==> src/rtl/uart_pkg.sv <==
// Shared types and helpers for the multi-frame UART receiver.
//   rx_state_e       : receiver FSM states
//   PAR_EVEN/PAR_ODD : values of the PAR_TYP input
//   PRESCALE_8/16/32 : the supported oversampling ratios
//   legal_prescale() : maps a requested ratio onto a supported one (anything else becomes 8)
package uart_pkg;

  typedef enum logic [2:0] {
    StIdle,
    StStart,
    StData,
    StParity,
    StStop1,
    StStop2
  } rx_state_e;

  localparam logic PAR_EVEN = 1'b0;
  localparam logic PAR_ODD  = 1'b1;

  localparam int unsigned PRESCALE_8  = 8;
  localparam int unsigned PRESCALE_16 = 16;
  localparam int unsigned PRESCALE_32 = 32;

  function automatic int unsigned legal_prescale(input int unsigned prescale);
    int unsigned result;
    case (prescale)
      PRESCALE_16: result = PRESCALE_16;
      PRESCALE_32: result = PRESCALE_32;
      default:     result = PRESCALE_8;
    endcase
    return result;
  endfunction

endpackage

==> src/rtl/uart_rx_sampler.sv <==
// Per-bit oversampling engine for the UART receiver.
// An edge counter runs 0..P-1 (P = i_prescale) and wraps continuously while a frame is in flight.
// The line is sampled at counts P/2-1, P/2 and P/2+1; at count P/2+2 the majority of those three
// samples is presented on o_bit_val together with a one-cycle o_bit_done strobe.
// Ports:
//   i_clk      in  1               oversampling clock
//   i_rst_n    in  1               asynchronous active-low reset
//   i_rx       in  1               synchronised serial line
//   i_clear    in  1               hold the edge counter at 0 (receiver idle)
//   i_prescale in  PRESCALE_WIDTH  latched oversampling ratio (8, 16 or 32)
//   o_bit_done out 1               vote strobe at count P/2+2
//   o_bit_val  out 1               majority value, valid with o_bit_done
module uart_rx_sampler #(
  parameter int unsigned PRESCALE_WIDTH = 6
) (
  input  logic                      i_clk,
  input  logic                      i_rst_n,
  input  logic                      i_rx,
  input  logic                      i_clear,
  input  logic [PRESCALE_WIDTH-1:0] i_prescale,
  output logic                      o_bit_done,
  output logic                      o_bit_val
);

  logic [PRESCALE_WIDTH-1:0] r_cnt;
  logic [PRESCALE_WIDTH-1:0] w_cnt_d;
  logic [PRESCALE_WIDTH-1:0] w_half;
  logic [2:0]                r_smp;

  assign w_half = i_prescale >> 1;

  always_comb begin
    w_cnt_d = r_cnt;
    if (i_clear) begin
      w_cnt_d = '0;
    end else if (r_cnt == i_prescale - PRESCALE_WIDTH'(1)) begin
      w_cnt_d = '0;
    end else begin
      w_cnt_d = r_cnt + PRESCALE_WIDTH'(1);
    end
  end

  always_ff @(posedge i_clk or negedge i_rst_n) begin
    if (!i_rst_n) begin
      r_cnt <= '0;
      r_smp <= 3'b111;
    end else begin
      r_cnt <= w_cnt_d;
      if (r_cnt == w_half - PRESCALE_WIDTH'(1)) r_smp[0] <= i_rx;
      if (r_cnt == w_half)                      r_smp[1] <= i_rx;
      if (r_cnt == w_half + PRESCALE_WIDTH'(1)) r_smp[2] <= i_rx;
    end
  end

  // Decided one count after the last sample so all three are registered.
  assign o_bit_done = (r_cnt == w_half + PRESCALE_WIDTH'(2));
  assign o_bit_val  = (r_smp[0] & r_smp[1]) | (r_smp[0] & r_smp[2]) | (r_smp[1] & r_smp[2]);

endmodule

==> src/rtl/uart_rx_multi_frame.sv <==
// Parametrised UART receiver: DATA_WIDTH data bits LSB first, optional parity, 1 or 2 stop bits,
// 3-sample majority voting, start-glitch rejection and a configuration latched per frame.
// Optional feature macro: UART_RX_BREAK_DET_EN (adds BREAK_DET and all-zero frame detection).
// Ports:
//   CLK       in  1               oversampling clock
//   RST_N     in  1               asynchronous active-low reset
//   RX_IN     in  1               serial line, idle high
//   PAR_EN    in  1               parity bit present
//   PAR_TYP   in  1               0 even, 1 odd
//   STOP2_EN  in  1               two stop bits
//   Prescale  in  PRESCALE_WIDTH  oversampling ratio (8/16/32, others treated as 8)
//   P_DATA    out DATA_WIDTH      last good word, updated only with DATA_VLD
//   DATA_VLD  out 1               good-frame pulse
//   PAR_ERR   out 1               parity-error pulse
//   STP_ERR   out 1               stop-bit-error pulse
//   BREAK_DET out 1               line-break pulse (UART_RX_BREAK_DET_EN only)
module uart_rx_multi_frame #(
  parameter int unsigned DATA_WIDTH     = 8,
  parameter int unsigned PRESCALE_WIDTH = 6
) (
  input  logic                      CLK,
  input  logic                      RST_N,
  input  logic                      RX_IN,
  input  logic                      PAR_EN,
  input  logic                      PAR_TYP,
  input  logic                      STOP2_EN,
  input  logic [PRESCALE_WIDTH-1:0] Prescale,
  output logic [DATA_WIDTH-1:0]     P_DATA,
  output logic                      DATA_VLD,
  output logic                      PAR_ERR,
  output logic                      STP_ERR
`ifdef UART_RX_BREAK_DET_EN
  ,
  output logic                      BREAK_DET
`endif
);

  import uart_pkg::*;

  localparam int unsigned BitCntW = $clog2(DATA_WIDTH);
  localparam logic [BitCntW-1:0] LastBit = BitCntW'(DATA_WIDTH - 1);

  // Synchroniser and edge detect
  logic r_sync1, r_sync2, r_rx_prev;
  logic w_start_edge;

  // FSM and latched configuration
  rx_state_e r_state, w_state_d;
  logic r_par_en, w_par_en_d;
  logic r_par_typ, w_par_typ_d;
  logic r_stop2, w_stop2_d;
  logic [PRESCALE_WIDTH-1:0] r_prescale, w_prescale_d;

  // Datapath
  logic [DATA_WIDTH-1:0] r_shift, w_shift_d;
  logic [BitCntW-1:0]    r_bit_cnt, w_bit_cnt_d;
  logic r_par_err, w_par_err_d;
  logic r_stp_err, w_stp_err_d;
  logic w_frame_end;
  logic w_is_break;

  // Outputs
  logic [DATA_WIDTH-1:0] r_pdata, w_pdata_d;
  logic r_data_vld, w_data_vld_d;
  logic r_par_pulse, w_par_pulse_d;
  logic r_stp_pulse, w_stp_pulse_d;

  // Sampler interface
  logic w_bit_done, w_bit_val, w_clear;

  always_ff @(posedge CLK or negedge RST_N) begin
    if (!RST_N) begin
      r_sync1   <= 1'b1;
      r_sync2   <= 1'b1;
      r_rx_prev <= 1'b1;
    end else begin
      r_sync1   <= RX_IN;
      r_sync2   <= r_sync1;
      r_rx_prev <= r_sync2;
    end
  end

  // A 1->0 transition is required, so after a break the line must go high before the next start.
  assign w_start_edge = r_rx_prev & ~r_sync2;

  // Counter idles at 0 and also restarts on every return to idle.
  assign w_clear = (w_state_d == StIdle);

  uart_rx_sampler #(
    .PRESCALE_WIDTH(PRESCALE_WIDTH)
  ) u_sampler (
    .i_clk      (CLK),
    .i_rst_n    (RST_N),
    .i_rx       (r_sync2),
    .i_clear    (w_clear),
    .i_prescale (r_prescale),
    .o_bit_done (w_bit_done),
    .o_bit_val  (w_bit_val)
  );

  always_comb begin
    w_state_d    = r_state;
    w_par_en_d   = r_par_en;
    w_par_typ_d  = r_par_typ;
    w_stop2_d    = r_stop2;
    w_prescale_d = r_prescale;
    w_shift_d    = r_shift;
    w_bit_cnt_d  = r_bit_cnt;
    w_par_err_d  = r_par_err;
    w_stp_err_d  = r_stp_err;
    w_frame_end  = 1'b0;

    unique case (r_state)
      StIdle: begin
        if (w_start_edge) begin
          w_state_d    = StStart;
          w_par_en_d   = PAR_EN;
          w_par_typ_d  = PAR_TYP;
          w_stop2_d    = STOP2_EN;
          w_prescale_d = PRESCALE_WIDTH'(legal_prescale(32'(Prescale)));
          w_bit_cnt_d  = '0;
          w_par_err_d  = 1'b0;
          w_stp_err_d  = 1'b0;
        end
      end
      StStart: begin
        if (w_bit_done) begin
          // A start bit that votes high was noise on the line.
          w_state_d = w_bit_val ? StIdle : StData;
        end
      end
      StData: begin
        if (w_bit_done) begin
          w_shift_d = {w_bit_val, r_shift[DATA_WIDTH-1:1]};
          if (r_bit_cnt == LastBit) begin
            w_bit_cnt_d = '0;
            w_state_d   = r_par_en ? StParity : StStop1;
          end else begin
            w_bit_cnt_d = r_bit_cnt + BitCntW'(1);
          end
        end
      end
      StParity: begin
        if (w_bit_done) begin
          if (w_bit_val != ((^r_shift) ^ r_par_typ)) w_par_err_d = 1'b1;
          w_state_d = StStop1;
        end
      end
      StStop1: begin
        if (w_bit_done) begin
          if (!w_bit_val) w_stp_err_d = 1'b1;
          if (r_stop2) begin
            w_state_d = StStop2;
          end else begin
            w_state_d   = StIdle;
            w_frame_end = 1'b1;
          end
        end
      end
      StStop2: begin
        if (w_bit_done) begin
          if (!w_bit_val) w_stp_err_d = 1'b1;
          w_state_d   = StIdle;
          w_frame_end = 1'b1;
        end
      end
      default: w_state_d = StIdle;
    endcase
  end

`ifdef UART_RX_BREAK_DET_EN
  logic r_all_zero, w_all_zero_d;
  logic r_break, w_break_d;

  // Cleared by any bit voting high; still set at the last stop vote means a break.
  always_comb begin
    w_all_zero_d = r_all_zero;
    if (r_state == StIdle && w_start_edge) begin
      w_all_zero_d = 1'b1;
    end else if (w_bit_done && w_bit_val) begin
      w_all_zero_d = 1'b0;
    end
  end

  assign w_is_break = w_all_zero_d;
  assign w_break_d  = w_frame_end & w_is_break;

  always_ff @(posedge CLK or negedge RST_N) begin
    if (!RST_N) begin
      r_all_zero <= 1'b0;
      r_break    <= 1'b0;
    end else begin
      r_all_zero <= w_all_zero_d;
      r_break    <= w_break_d;
    end
  end

  assign BREAK_DET = r_break;
`else
  assign w_is_break = 1'b0;
`endif

  always_comb begin
    w_data_vld_d  = 1'b0;
    w_par_pulse_d = 1'b0;
    w_stp_pulse_d = 1'b0;
    w_pdata_d     = r_pdata;
    if (w_frame_end && !w_is_break) begin
      w_par_pulse_d = w_par_err_d;
      w_stp_pulse_d = w_stp_err_d;
      if (!w_par_err_d && !w_stp_err_d) begin
        w_data_vld_d = 1'b1;
        w_pdata_d    = r_shift;
      end
    end
  end

  always_ff @(posedge CLK or negedge RST_N) begin
    if (!RST_N) begin
      r_state <= StIdle;
    end else begin
      r_state <= w_state_d;
    end
  end

  always_ff @(posedge CLK or negedge RST_N) begin
    if (!RST_N) begin
      r_par_en    <= 1'b0;
      r_par_typ   <= PAR_EVEN;
      r_stop2     <= 1'b0;
      r_prescale  <= PRESCALE_WIDTH'(PRESCALE_8);
      r_shift     <= '0;
      r_bit_cnt   <= '0;
      r_par_err   <= 1'b0;
      r_stp_err   <= 1'b0;
      r_pdata     <= '0;
      r_data_vld  <= 1'b0;
      r_par_pulse <= 1'b0;
      r_stp_pulse <= 1'b0;
    end else begin
      r_par_en    <= w_par_en_d;
      r_par_typ   <= w_par_typ_d;
      r_stop2     <= w_stop2_d;
      r_prescale  <= w_prescale_d;
      r_shift     <= w_shift_d;
      r_bit_cnt   <= w_bit_cnt_d;
      r_par_err   <= w_par_err_d;
      r_stp_err   <= w_stp_err_d;
      r_pdata     <= w_pdata_d;
      r_data_vld  <= w_data_vld_d;
      r_par_pulse <= w_par_pulse_d;
      r_stp_pulse <= w_stp_pulse_d;
    end
  end

  assign P_DATA   = r_pdata;
  assign DATA_VLD = r_data_vld;
  assign PAR_ERR  = r_par_pulse;
  assign STP_ERR  = r_stp_pulse;

endmodule

==> config.mk <==
export PLATFORM = sky130hd
export DESIGN_NAME = uart_rx_multi_frame
export DESIGN_NICKNAME = d
export VERILOG_FILES = /design/src/rtl/uart_pkg.sv /design/src/rtl/uart_rx_sampler.sv /design/src/rtl/uart_rx_multi_frame.sv
export SDC_FILE = /design/constraint.sdc
export NUM_CORES = 1
export LEC_CHECK = 0
export CAP_MARGIN = 20
export CORE_ASPECT_RATIO = 1.1
export CORE_MARGIN = 4
export CORE_UTILIZATION = 56
export CTS_BUF_LIST = sky130_fd_sc_hd__clkbuf_16
export CTS_CLUSTER_SIZE = 40
export DETAILED_ROUTE_END_ITERATION = 12
export GPL_TIMING_DRIVEN = 1
export HOLD_SLACK_MARGIN = 0.12
export PLACE_DENSITY = 0.78
export SYNTH_ARGS = -nofsm -noshare
export SYNTH_HDL_FRONTEND = slang
export SYNTH_SLANG_ARGS = --single-unit
export TNS_END_PERCENT = 30
==> constraint.sdc <==
create_clock -name CLK -period 2.25 [get_ports CLK]
set_input_delay 0.45 -clock CLK [delete_from_list [all_inputs] [get_ports CLK]]
set_output_delay 0.45 -clock CLK [all_outputs]
set_load 0.005 [all_outputs]
# After elaboration in Yosys (flattened, before gate mapping)
# Cells that the tools add are included.
[classes] n_eq_ne=16 reduce_logical=12 add_sub_neg=6 bitwise=8 mux=34
[ops] op="$mux 3" n=12
[ops] op="$eq 6x6->1" n=4
[ops] op="$pmux 3 s6" n=1
[ops] op="$mux 1" n=13
[ops] op="$mux 6" n=2
[ops] op="$pmux 6 s2" n=1
[ops] op="$eq 3x3->1 const B" n=3
[ops] op="$reduce_xor 8->1" n=1
[ops] op="$add 5x1->6 const B" n=1
[ops] op="$add 5x2->6 const B" n=1
[ops] op="$add 6x1->6 const B" n=1
[ops] op="$eq 3x2->1 const B" n=2
[ops] op="$eq 6x5->1" n=1
[ops] op="$eq 6x5->1 const B" n=1
[ops] op="$eq 6x6->1 const B" n=1
[ops] op="$logic_not 3->1" n=2
[ops] op="$pmux 1 s2" n=3
[ops] op="$pmux 3 s2" n=1
[ops] op="$reduce_and 2->1" n=3
[ops] op="$sub 5x1->6 const B" n=1
[ops] op="$sub 6x1->6 const B" n=1
[ops] op="$and 1x1->1" n=4
[ops] op="$add 3x1->3 const B" n=1
[ops] op="$eq 3x1->1 const B" n=1
[ops] op="12 further kinds" n=14
[totals] ff_bits=48 in_bits=12 elab_cells=96 out_inout_bits=11

# Longest topological paths before layout
# Gate-level depths: netlist of the first run.
[logic_depth] ltp_word=11 mapped_depth=9 ltp_nobuf=7

# Hierarchy
# From an unflattened synthesis of the first run, not the netlist that was laid out.
[hier_totals] cells_unflattened=253 hier_area_um2=2675.1
[by_module_without_submodules] module="uart_rx_multi_frame" cells_each=131 area_per_inst_um2=1640.3 seq_area_each_um2=905.9 instances=1
[by_module_without_submodules] module="uart_rx_sampler" cells_each=122 area_per_inst_um2=1034.7 seq_area_each_um2=229.0 instances=1

# Worst setup path before layout of the first run
# OpenSTA, ideal clock, no wires.
[synth_timing] path_type="flip-flop to flip-flop" start="register u_sampler.r_cnt[0]" end="register r_shift[0]" arrival_ps=1930 setup_slack_ps=195 period_less_slack_ps=2055 setup_time_ps=125 n_path_buf=2 path_stages_with_launch=9 required_time_ps=2125 path_cell_list="dfrtp_1 > inv_1 > ha_1 > nor2b_1 > nand4_4 > or3_1 > buf_6 > buf_6 > mux2_4"
[synth_via] elab_chain_len=2
[synth_rtl] element="from (decl)" line="uart_rx_sampler.sv:25" rtl="logic [PRESCALE_WIDTH-1:0] r_cnt;"
[synth_rtl] element="from (signal assigned)" line="uart_rx_sampler.sv:48" rtl="r_cnt <= w_cnt_d;"
[synth_rtl] element="$eq 6x6->1" line="uart_rx_sampler.sv:56" rtl="assign o_bit_done = (r_cnt == w_half + PRESCALE_WIDTH'(2));"
[synth_rtl] element="$reduce_and 2->1 (no line)"
[synth_rtl] element="to (signal assigned)" line="uart_rx_multi_frame.sv:245" rtl="r_shift <= w_shift_d;"
[synth_rtl] element="to (decl)" line="uart_rx_multi_frame.sv:55" rtl="logic [DATA_WIDTH-1:0] r_shift, w_shift_d;"
# Every way passes these cells.
# A chain may end at the register's enable or synchronous reset.

# Final worst setup path of the first run
[layout_timing] start="register u_sampler.r_cnt[0]" end="register u_sampler.r_cnt[2]"
[layout_via] elab_chain_len=5 elab_cells_between_ends=12 classes_between="add/sub: 1; eq/ne: 2; mux: 8; reduce/logical: 1"
[layout_rtl] element="$eq 6x6->1" line="uart_rx_sampler.sv:56"
[layout_rtl] element="$mux 3 (on tied branches)"
[layout_rtl] element="$pmux 3 s6" line="uart_rx_multi_frame.sv:113" rtl="unique case (r_state)"
[layout_rtl] element="$logic_not 3->1" line="uart_rx_multi_frame.sv:87" rtl="assign w_clear = (w_state_d == StIdle);"
[layout_rtl] element="$mux 6 *" line="uart_rx_sampler.sv:34" rtl="if (i_clear) begin"
[layout_rtl] element="net u_sampler.w_cnt_d[2]" line="uart_rx_sampler.sv:26" rtl="logic [PRESCALE_WIDTH-1:0] w_cnt_d;"
# Mark *: on every way through the listed nets, which the timed path passes. The rest lies on a longest branch.

==> results of run 1 <==
state kept, by name, indices dropped and copies added, names as in the netlist:
signal	flops
r_par_err	1
PAR_ERR	1
STP_ERR	1
u_sampler.r_cnt	6
r_rx_prev	1
P_DATA	8
r_shift	8
r_par_typ	1
r_bit_cnt	3
r_sync2	1
r_prescale	3
DATA_VLD	1
u_sampler.r_smp	3
r_sync1	1
r_state	3
r_par_en	1
r_stp_err	1
r_stop2	1
how the worst min path moves through the flow:
stage	end	slack, ps	cells after the start
floorplan	DATA_VLD	150	0
global placement	r_sync2	350	0
detailed placement	r_sync2	350	0
CTS	u_sampler.r_cnt[0]	270	2
global route	u_sampler.r_cnt[0]	310	2
finish	r_stop2	240	2
cells in the mapped netlist, drive strengths merged:
cell     instances  area (um^2)
or4              1         7.51
mux2            10          120
and4b            1         10.0
o2111a           1         11.3
dfrtp           38          951
nor2b            3         18.8
xnor3            1         22.5
nand3            9         45.0
and3             9         56.3
or3              4         25.0
a21oi           18         93.8
a31oi            2         12.5
nand4           10         77.6
maj3             1         10.0
o21ai            8         40.0
and3b            1         8.76
a41o             1         10.0
nand2b          10         62.6
o211ai           8         60.1
nor3b            1         7.51
clkinv           1         3.75
o41ai            1         8.76
clkbuf           5         18.8
ha               7         87.6
xor2             7         61.3
a21o             1         7.51
buf              4         38.8
and2             1         6.26
o31ai            1         7.51
nand2           19         71.3
inv              9         33.8
nor2             7         26.3
xnor2           15          154
dfstp            7          184
nor3             5         25.0
a32oi            1         8.76
or4b             1         10.0
o2bb2ai          1         8.76
critical path, stage by stage, from the launching register on:
cell     delay, ps
dfrtp_1        410
inv_1          110
ha_1           200
nor2b_2        210
nand4_4        150
or3_1          400
a41o_1         330
a21oi_1        190
cells in the final DEF, fill, tap and decap left out, types with 4 or more instances in the layout:
cell / instances
inv_1: 9
o21ai_0: 8
nand2_1: 19
dfstp_2: 7
buf_4: 9
nand4_1: 9
nand2b_1: 10
nor3_1: 5
nor2_1: 7
ha_1: 7
and3_1: 9
clkbuf_16: 5
xor2_1: 7
or3_1: 4
clkdlybuf4s50_1: 21
xnor2_1: 12
o211ai_1: 8
a21oi_1: 17
mux2_2: 8
nand3_1: 9
dfrtp_1: 38
cell type report:
class / instances / share of cell area (%)
Multi-Input combinational cell: 166 / 41.7
Sequential cell: 45 / 39.9
Timing Repair Buffer: 31 / 9.95
Clock buffer: 5 / 4.40
Tap cell: 52 / 2.29
Inverter: 10 / 1.32
Clock inverter: 3 / 0.440
through the flow:
step / cell area (um^2) / hold slack (ps)
2_1_floorplan: 2410 / 154
3_3_place_gp: 2700 / 346
3_5_place_dp: 2700 / 348
4_1_cts: 2840 / 269
5_1_grt: 2840 / 305
6_report: 2840 / 244
where the power goes:
| part | total (mW) | switching, mW | leakage, nW | internal [mW] |
|---|---|---|---|---|
| combinational | 0.791 | 0.450 | 0.609 | 0.341 |
| sequential | 1.13 | 0.169 | 0.589 | 0.964 |
| clock | 0.692 | 0.291 | 0.0687 | 0.402 |
| total | 2.62 | 0.909 | 1.27 | 1.71 |
metal layers:
metal	share of wire [%]	GRT usage (%)	vias up
met2	47	28.2	48
met4	1.4	6.02	0
li1	-	-	881
met1	46	27.2	852
met5	0	0	-
met3	5.7	5.49	8
kinds of logic after synthesis:
logic type | count (synthesis) | share of synthesized area [%]
and+or+nand+nor | 82 | 19.0
AOI/OAI and AO/OA | 43 | 11.2
muxes | 10 | 4.98
xor gates and xnor gates | 23 | 9.85
DFF | 45 | 47.0
adders and majority gates | 8 | 4.05
buffers and inverters | 19 | 3.94
timing repair:
item,in CTS,in global routing
hold endpoints to repair,0,0
setup endpoints to repair,0,2
gates resized for setup,0,1
setup buffers,0,0
==> impl_metrics.json, run 1 <==
{
  "drt_first_pass_iters": 4,
  "drcViolationCount": 0,
  "arrival_ps": 2280,
  "cap_violations": 0,
  "cp-start-kind": "flip-flop",
  "fin_ws_ps": 169,
  "diodes": 0,
  "grt_pass1_wl_um": 8490,
  "synth_area_per_cell_um2": 10.5,
  "clockBufferDepth": 2,
  "final.setup_skew_ps": 5.32,
  "netlist_area_mm2": 0.00241,
  "port_buffers": 22,
  "timing.rr.end": "u_sampler.r_cnt[2]",
  "grt_max_degree": 46,
  "cts.htree.levels": 2,
  "grtUsageTotal_pct": 19.1,
  "syn-num-nets": 249,
  "p_leak_nw": 1.27,
  "hold_path_class": "in2async",
  "grt_pass1_vias": 1756,
  "clkSlewWorstSetupHoldPaths_ps": 60,
  "ant_nets": 0,
  "p_total_mw": 2.62,
  "pre_cts_ws_ps": 51.5,
  "clkLatencyLatePin_ps": 280,
  "dp_hpwl_um": 3170,
  "worst_pin_slew_ps": 567,
  "critPathCapture": "u_sampler.r_cnt[2]",
  "rr_startpoint": "u_sampler.r_cnt[0]",
  "cp.required_ps": 2450,
  "finalSetupViolCount": 0,
  "period_share_pct": 92.5,
  "core_mm2": 0.00405,
  "critPathKind": "reg2reg",
  "grt_overflow_total": 0,
  "ctsHoldBuffers": 0,
  "final-seq-area_mm2": 0.00113,
  "place_inst": 304,
  "via_per_inst": 5.73,
  "hold_viol_final": 0,
  "yosysSeqAreaShare_pct": 47.0,
  "setup-tns-final_ps": 0,
  "io_pins": 23,
  "ir_drop_mv": 0.748,
  "slew_headroom_pct": 62.0,
  "synthDistinctLibCells": 43,
  "ys_warn_count": 0,
  "cts_tree": "done",
  "worstRegToRegCells": 7,
  "antenna_found_initial": 0,
  "initial_core_util_pct": 59.5,
  "drtIter0Drc": 120,
  "multi_input_area_mm2": 0.00118,
  "r2r_setup_slack_ps": 170,
  "min_period_ps": 2080,
  "grt_setup_unrepaired": "false",
  "end_kind": "flip-flop",
  "status": "finished clean",
  "gp_congestion": 0.794,
  "fin_cells": 312,
  "final_util_pct": 70.1,
  "power_density_mw_per_mm2": 920,
  "fill_cells": 319,
  "dieArea_mm2": 0.00542,
  "finalNetCount": 278,
  "std_cell_rows": 24,
  "worstSetupStartpoint": "u_sampler.r_cnt[0]",
  "cts_num_sinks": 45,
  "wl_um": 4720,
  "fmax_mhz": 480,
  "area_delta_synth_final_pct": 17.8,
  "layout-drive-gt1-share_pct": 15.4,
  "post_drt_wl_per_cell_um": 15.1,
  "ys_ff_latch": 45,
  "crit_path_max_fanout": 6,
  "synthCells": 230,
  "report.final.slew_viol_count": 0,
  "cts_buffers": 5,
  "cts_root_buffer": "clkbuf_16",
  "via_count": 1789,
  "fp.dieW_um": 70.6,
  "dieHeight_um": 76.8
}
Power figures use the tool's default switching activity.
==> inputs of run 2 (changes only) <==
TNS_END_PERCENT = 1   (was 30)
==> results of run 2 <==
Same layout as run 1: the final DEF is identical, and so are final timing and power.
==> inputs of run 3 (changes only) <==
CAP_MARGIN = not set   (was 20)
SLEW_MARGIN = 20   (was not set)
==> results of run 3 <==
Same layout as run 1: the final DEF is identical, and so are final timing and power.
